[src/rtl/divisor_iter_if.sv]
// divisor_iter_if: start/operand/result bundle between control unit and divider
interface divisor_iter_if #(
  parameter int WIDTH = 32
);
  logic             DivCtrl;
  logic             DivSigned;
  logic [WIDTH-1:0] dividendo;
  logic [WIDTH-1:0] divisor;
  logic [WIDTH-1:0] HI;
  logic [WIDTH-1:0] LO;
  logic             divZero;
  logic             busy;
  logic             done;
  modport master (
    output DivCtrl, DivSigned, dividendo, divisor,
    input  HI, LO, divZero, busy, done
  );
  modport slave (
    input  DivCtrl, DivSigned, dividendo, divisor,
    output HI, LO, divZero, busy, done
  );
endinterface

[src/rtl/divisor_iter.sv]
// divisor_iter: multi-cycle restoring divider, quotient to LO, remainder to HI, signed or unsigned
module divisor_iter #(
  parameter int WIDTH = 32,
  parameter int CNT_W = 6
) (
  input logic           clk,
  input logic           reset,
  divisor_iter_if.slave d
);
  typedef enum logic [1:0] {IDLE, RUN, FIX, ZERO} state_t;
  state_t           state_q, state_d;
  logic [CNT_W-1:0] cnt_q, cnt_d;
  logic [WIDTH-1:0] dnd_q, dnd_d;
  logic [WIDTH-1:0] dvs_q, dvs_d;
  logic [WIDTH-1:0] rem_q, rem_d;
  logic [WIDTH-1:0] quo_q, quo_d;
  logic [WIDTH-1:0] hi_q, hi_d;
  logic [WIDTH-1:0] lo_q, lo_d;
  logic             qneg_q, qneg_d;
  logic             rneg_q, rneg_d;
  logic             dz_q, dz_d;
  logic             busy_q, busy_d;
  logic             done_q, done_d;
  logic [WIDTH:0]   rem_sh;
  logic             ge;
  logic             dnd_neg;
  logic             dvs_neg;
  assign rem_sh  = {rem_q, dnd_q[WIDTH-1]};
  assign ge      = rem_sh >= {1'b0, dvs_q};
  assign dnd_neg = d.DivSigned & d.dividendo[WIDTH-1];
  assign dvs_neg = d.DivSigned & d.divisor[WIDTH-1];
  assign d.HI      = hi_q;
  assign d.LO      = lo_q;
  assign d.divZero = dz_q;
  assign d.busy    = busy_q;
  assign d.done    = done_q;
  // next state: accept in IDLE, one restoring step per RUN edge, sign fix-up in FIX
  always_comb begin
    state_d = state_q;
    cnt_d   = cnt_q;
    dnd_d   = dnd_q;
    dvs_d   = dvs_q;
    rem_d   = rem_q;
    quo_d   = quo_q;
    hi_d    = hi_q;
    lo_d    = lo_q;
    qneg_d  = qneg_q;
    rneg_d  = rneg_q;
    dz_d    = dz_q;
    busy_d  = busy_q;
    done_d  = 1'b0;
    case (state_q)
      IDLE: if (d.DivCtrl) begin
        dnd_d   = dnd_neg ? -d.dividendo : d.dividendo;
        dvs_d   = dvs_neg ? -d.divisor : d.divisor;
        qneg_d  = dnd_neg ^ dvs_neg;
        rneg_d  = dnd_neg;
        dz_d    = 1'b0;
        cnt_d   = '0;
        rem_d   = '0;
        quo_d   = '0;
        busy_d  = 1'b1;
        state_d = (d.divisor == '0) ? ZERO : RUN;
      end
      RUN: begin
        rem_d   = ge ? rem_sh[WIDTH-1:0] - dvs_q : rem_sh[WIDTH-1:0];
        quo_d   = {quo_q[WIDTH-2:0], ge};
        dnd_d   = {dnd_q[WIDTH-2:0], 1'b0};
        cnt_d   = cnt_q + CNT_W'(1);
        state_d = (cnt_q == CNT_W'(WIDTH - 1)) ? FIX : RUN;
      end
      FIX: begin
        lo_d    = qneg_q ? -quo_q : quo_q;
        hi_d    = rneg_q ? -rem_q : rem_q;
        done_d  = 1'b1;
        busy_d  = 1'b0;
        state_d = IDLE;
      end
      default: begin
        dz_d    = 1'b1;
        done_d  = 1'b1;
        busy_d  = 1'b0;
        state_d = IDLE;
      end
    endcase
  end
  // state registers, cleared asynchronously so a reset aborts any operation at once
  always_ff @(posedge clk or negedge reset) begin
    if (!reset) begin
      state_q <= IDLE;
      cnt_q   <= '0;
      dnd_q   <= '0;
      dvs_q   <= '0;
      rem_q   <= '0;
      quo_q   <= '0;
      hi_q    <= '0;
      lo_q    <= '0;
      qneg_q  <= 1'b0;
      rneg_q  <= 1'b0;
      dz_q    <= 1'b0;
      busy_q  <= 1'b0;
      done_q  <= 1'b0;
    end else begin
      state_q <= state_d;
      cnt_q   <= cnt_d;
      dnd_q   <= dnd_d;
      dvs_q   <= dvs_d;
      rem_q   <= rem_d;
      quo_q   <= quo_d;
      hi_q    <= hi_d;
      lo_q    <= lo_d;
      qneg_q  <= qneg_d;
      rneg_q  <= rneg_d;
      dz_q    <= dz_d;
      busy_q  <= busy_d;
      done_q  <= done_d;
    end
  end
endmodule
[src/flat_wrapper.sv]
// flat-port wrapper written by rule: the top's interface ports become plain ports
module divisor_iter_flat 
#(
  parameter int WIDTH = 32,
  parameter int CNT_W = 6
)
  (clk, reset, d_DivCtrl, d_DivSigned, d_dividendo, d_divisor, d_HI, d_LO, d_divZero, d_busy, d_done);
  divisor_iter_if #(.WIDTH(WIDTH)) d_i ();
  input logic clk;
  input logic reset;
  input wire logic [$bits(d_i.DivCtrl)-1:0] d_DivCtrl;
  input wire logic [$bits(d_i.DivSigned)-1:0] d_DivSigned;
  input wire logic [$bits(d_i.dividendo)-1:0] d_dividendo;
  input wire logic [$bits(d_i.divisor)-1:0] d_divisor;
  output wire logic [$bits(d_i.HI)-1:0] d_HI;
  output wire logic [$bits(d_i.LO)-1:0] d_LO;
  output wire logic [$bits(d_i.divZero)-1:0] d_divZero;
  output wire logic [$bits(d_i.busy)-1:0] d_busy;
  output wire logic [$bits(d_i.done)-1:0] d_done;
  assign d_i.DivCtrl = d_DivCtrl;
  assign d_i.DivSigned = d_DivSigned;
  assign d_i.dividendo = d_dividendo;
  assign d_i.divisor = d_divisor;
  assign d_HI = d_i.HI;
  assign d_LO = d_i.LO;
  assign d_divZero = d_i.divZero;
  assign d_busy = d_i.busy;
  assign d_done = d_i.done;
  divisor_iter #(.WIDTH(WIDTH), .CNT_W(CNT_W)) u_core (.clk(clk), .reset(reset), .d(d_i));
endmodule
[config.mk]
export PLATFORM = sky130hd
export DESIGN_NAME = divisor_iter_flat
export DESIGN_NICKNAME = d
export VERILOG_FILES = /design/src/rtl/divisor_iter_if.sv /design/src/rtl/divisor_iter.sv /design/src/flat_wrapper.sv
export SDC_FILE = /design/constraint.sdc
export NUM_CORES = 1
export LEC_CHECK = 0
export BUFFER_PORTS_ARGS = -buffer_cell sky130_fd_sc_hd__buf_2
export CELL_PAD_IN_SITES_DETAIL_PLACEMENT = 0
export CELL_PAD_IN_SITES_GLOBAL_PLACEMENT = 1
export CORE_MARGIN = 2
export CORE_UTILIZATION = 45
export DETAILED_ROUTE_END_ITERATION = 8
export GPL_ROUTABILITY_DRIVEN = 0
export HOLD_SLACK_MARGIN = 0.12
export MAX_ROUTING_LAYER = met4
export PLACE_DENSITY = 0.85
export SYNTH_ARGS = -nofsm -noshare
export SYNTH_HDL_FRONTEND = slang
export SYNTH_SLANG_ARGS = --single-unit
[constraint.sdc]
create_clock -name clk -period 3.5 [get_ports clk]
set_clock_uncertainty 0.2 [all_clocks]
set_input_delay 0.525 -clock clk [delete_from_list [all_inputs] [get_ports clk]]
set_output_delay 0.525 -clock clk [all_outputs]
set_load 0.01 [all_outputs]
==> results_dict.tcl <==
set metrics [dict create \
    initial_utilization 0.454 \
    layout_min_cycle_time_ps 3190 \
    max_stage_delay_ps 390 \
    p_total_mw 15.1 \
    core_area_um2 27600 \
    synth-edff-count 0 \
    dr.pass1.iters 5 \
    routed-via-count 10760 \
    async_flop_share 1.00 \
    setup_tns_ps 0 \
    cp_common_cell "inv_1" \
    via_per_inst 5.54 \
    io_pins 135 \
    fin_nets 1660 \
    grt_overflow 0 \
    dpl.hpwl_um 23800 \
    cp_slowest_cell "dfrtp_1" \
    setup_viol 0 \
    status "completed" \
    fillers 2658 \
    final_cell_mix "205 x dfrtp_1, 150 x nand2_1, 136 x a21oi_1" \
    hold_viol 0 \
    cts_setup_buffers 0 \
    hold_path_class "primary input to flip-flop" \
    drt_iter0_drc 731 \
    clk_pin_slew_ps 60 \
    die_y_um 171 \
    synth_seq_cells 205 \
    grt_pass1_vias 10158 \
    end_kind "flip-flop" \
    drive_gt1_frac 0.146 \
    ys_types 70 \
    cts-root-buf "clkbuf_16" \
    synthesis.nets 1546 \
    num_rows 61 \
    port_buffers 134 \
    final_common_cell "dfrtp_1" \
    path_buf_inv 3 \
    timing.final.crit_share 0.912 \
    cts_resized 0 \
    antenna_left 0 \
    clockBufferDepth 3 \
    syn_inst 1437 \
    hold_buffers 5 \
    relSlewSlack 0.387 \
    clk_latency_ps 520 \
    fp.dieArea_um2 29100 \
    die_x_um 171 \
    synth.yosys.seq_area_share 0.410 \
    final_core_utilization 0.522 \
    grt_usage 0.227 \
    drcViolationCount 0 \
    synth_area_um2 12500 \
    power.leakage_nw 6.70 \
    critPathTopFamily "compound AO/OA/AOI/OAI gates" \
    synth-warning-count 0 \
    cts_buffers 22 \
    cellPowerDensity_nw_per_um2 1050 \
    grt_setup_unrepaired "no" \
    wl_um 31800 \
    fmax_ghz 0.313 \
    antennaDiodeCount 0 \
    startpoint_type "flip-flop" \
    antenna_found_initial 0 \
    crit_chain "inv_1, ha_1, inv_1, fa_1, a21o_1, o2bb2ai_1, o41ai_1, buf_4, o21a_1, o311a_1, a21boi_0, o31ai_1, a22o_1" \
    worst_pin_slew_ps 917 \
    cap_violations 0 \
    ys.flop_type "dfrtp_1" \
    criticalPathCategory "flip-flop to flip-flop" \
    routedWlPerCell_um 16.4 \
    cp.required_ps 3750 \
    crit_arrival_ps 3440 \
    grt_start_max_net_pins 92 \
    grt_pass1_wl_um 52700 \
    cts_tree "yes" \
    worstPathMaxFanout 4 \
    drv_slew 0 \
    syn_area_per_cell_um2 8.70 \
    h-tree-depth 1 \
    clock-sinks 205 \
    ir_drop_mv 0.456 \
    area_delta_synth_final_pct 15.2 \
]
[per-stage QoR]
step                instances  setup slack (ps)  instance area [µm²]  hold slack [ps]
finish                   1943               309                14400              132
global route             1943              47.5                14400              148
CTS                      1943               301                14400              124
detailed placement       1900               361                13700              270
global placement         1900               401                13700              261
floorplan                1437               508                12500             29.4
[tightest hold or removal path, delay by kind of cell]
family / cells / cell delay, ps
buffers and inverters: 1 / 90
AO/OA/AOI/OAI: 1 / 120
XOR/XNOR: 1 / 60
[flip-flops by register name, summed over array words and instances (netlist names)]
register / cells
u_core.d.HI: 32
u_core.d.LO: 32
u_core.dnd_q: 32
u_core.dvs_q: 32
u_core.quo_q: 32
u_core.rem_q: 32
u_core.cnt_q: 6
u_core.state_q: 2
u_core.d.busy: 1
u_core.d.divZero: 1
u_core.d.done: 1
u_core.qneg_q: 1
u_core.rneg_q: 1
[synthesized netlist by cell type, drive strengths merged, types with 2 or more instances]
library cell / number / area share
a32oi: 12 / 0.0084
or4: 10 / 0.0060
nor2: 130 / 0.039
a21oi: 139 / 0.056
o22ai: 4 / 0.0020
and2: 6 / 0.0030
a21o: 14 / 0.0084
ha: 40 / 0.040
o41ai: 14 / 0.010
dfrtp: 205 / 0.41
xor2: 79 / 0.055
buf: 10 / 0.0032
nand4: 13 / 0.0065
and4: 2 / 0.0014
a221o: 4 / 0.0032
a21boi: 3 / 0.0018
o21ai: 149 / 0.060
mux2: 16 / 0.014
a211oi: 5 / 0.0030
nand2b: 7 / 0.0035
a22o: 33 / 0.023
o21a: 4 / 0.0024
nand2: 152 / 0.046
or3: 16 / 0.0088
xnor2: 61 / 0.043
a31oi: 13 / 0.0065
nand3: 23 / 0.0092
nor4: 15 / 0.0080
or2: 5 / 0.0025
o31ai: 29 / 0.019
o311ai: 3 / 0.0021
nor3b: 3 / 0.0018
inv: 64 / 0.019
nor3: 21 / 0.0084
and3: 11 / 0.0055
nor2b: 4 / 0.0020
a221oi: 2 / 0.0014
mux2i: 20 / 0.016
o21bai: 7 / 0.0042
clkbuf: 69 / 0.021
[cell families (layout without fill, tap and decap cells)]
group / after synthesis / after routing / share of synthesized area
adders and majority gates: 41 / 41 / 0.0417
DFF: 205 / 205 / 0.410
AOI/OAI and AO/OA: 450 / 450 / 0.222
muxes: 36 / 36 / 0.0304
xor gates and xnor gates: 140 / 140 / 0.0981
and+or+nand+nor: 421 / 421 / 0.154
buffers and inverters: 144 / 272 / 0.0435
[where the power goes]
group / internal, mW / switching (mW)
logic: 3.48 / 5.03
registers: 3.34 / 1.01
clock network: 1.28 / 0.948
[worst paths after layout]
path	start	endpoint	slack [ps]	depth (start not counted)
worst max-delay path	u_core.dnd_q[31]	u_core.rem_q[30]	310	13
worst min register to register	u_core.dvs_q[9]	u_core.dvs_q[9]	280	2
worst min-delay path	d_divisor[23]	u_core.dvs_q[23]	130	3
min in group asynchronous	reset	u_core.d.LO[28]	460	2
worst max register to register	u_core.dnd_q[31]	u_core.rem_q[30]	310	13
max in group asynchronous	reset	u_core.quo_q[27]	1940	3
[metal layers]
layer | wire [µm] | global-route usage | share of wire | up-vias
met2 | 14100 | 0.341 | 0.44 | 242
met5 | 0 | - | 0 | -
met4 | 505 | 0.0465 | 0.016 | 0
met1 | 15800 | 0.335 | 0.50 | 5132
li1 | - | - | - | 5347
met3 | 1480 | 0.0231 | 0.046 | 39
[final cells by class]
class | instances | area, µm² | area share
clock buffers | 30 | 601 | 0.0417
well taps | 378 | 473 | 0.0329
inverters | 65 | 244 | 0.0170
clock inverters | 8 | 78.8 | 0.00548
multi-input cells | 1088 | 6860 | 0.477
repair buffers | 169 | 1000 | 0.0698
flip-flops and latches | 205 | 5130 | 0.356
Note: power is estimated with default switching activity, not from simulation.
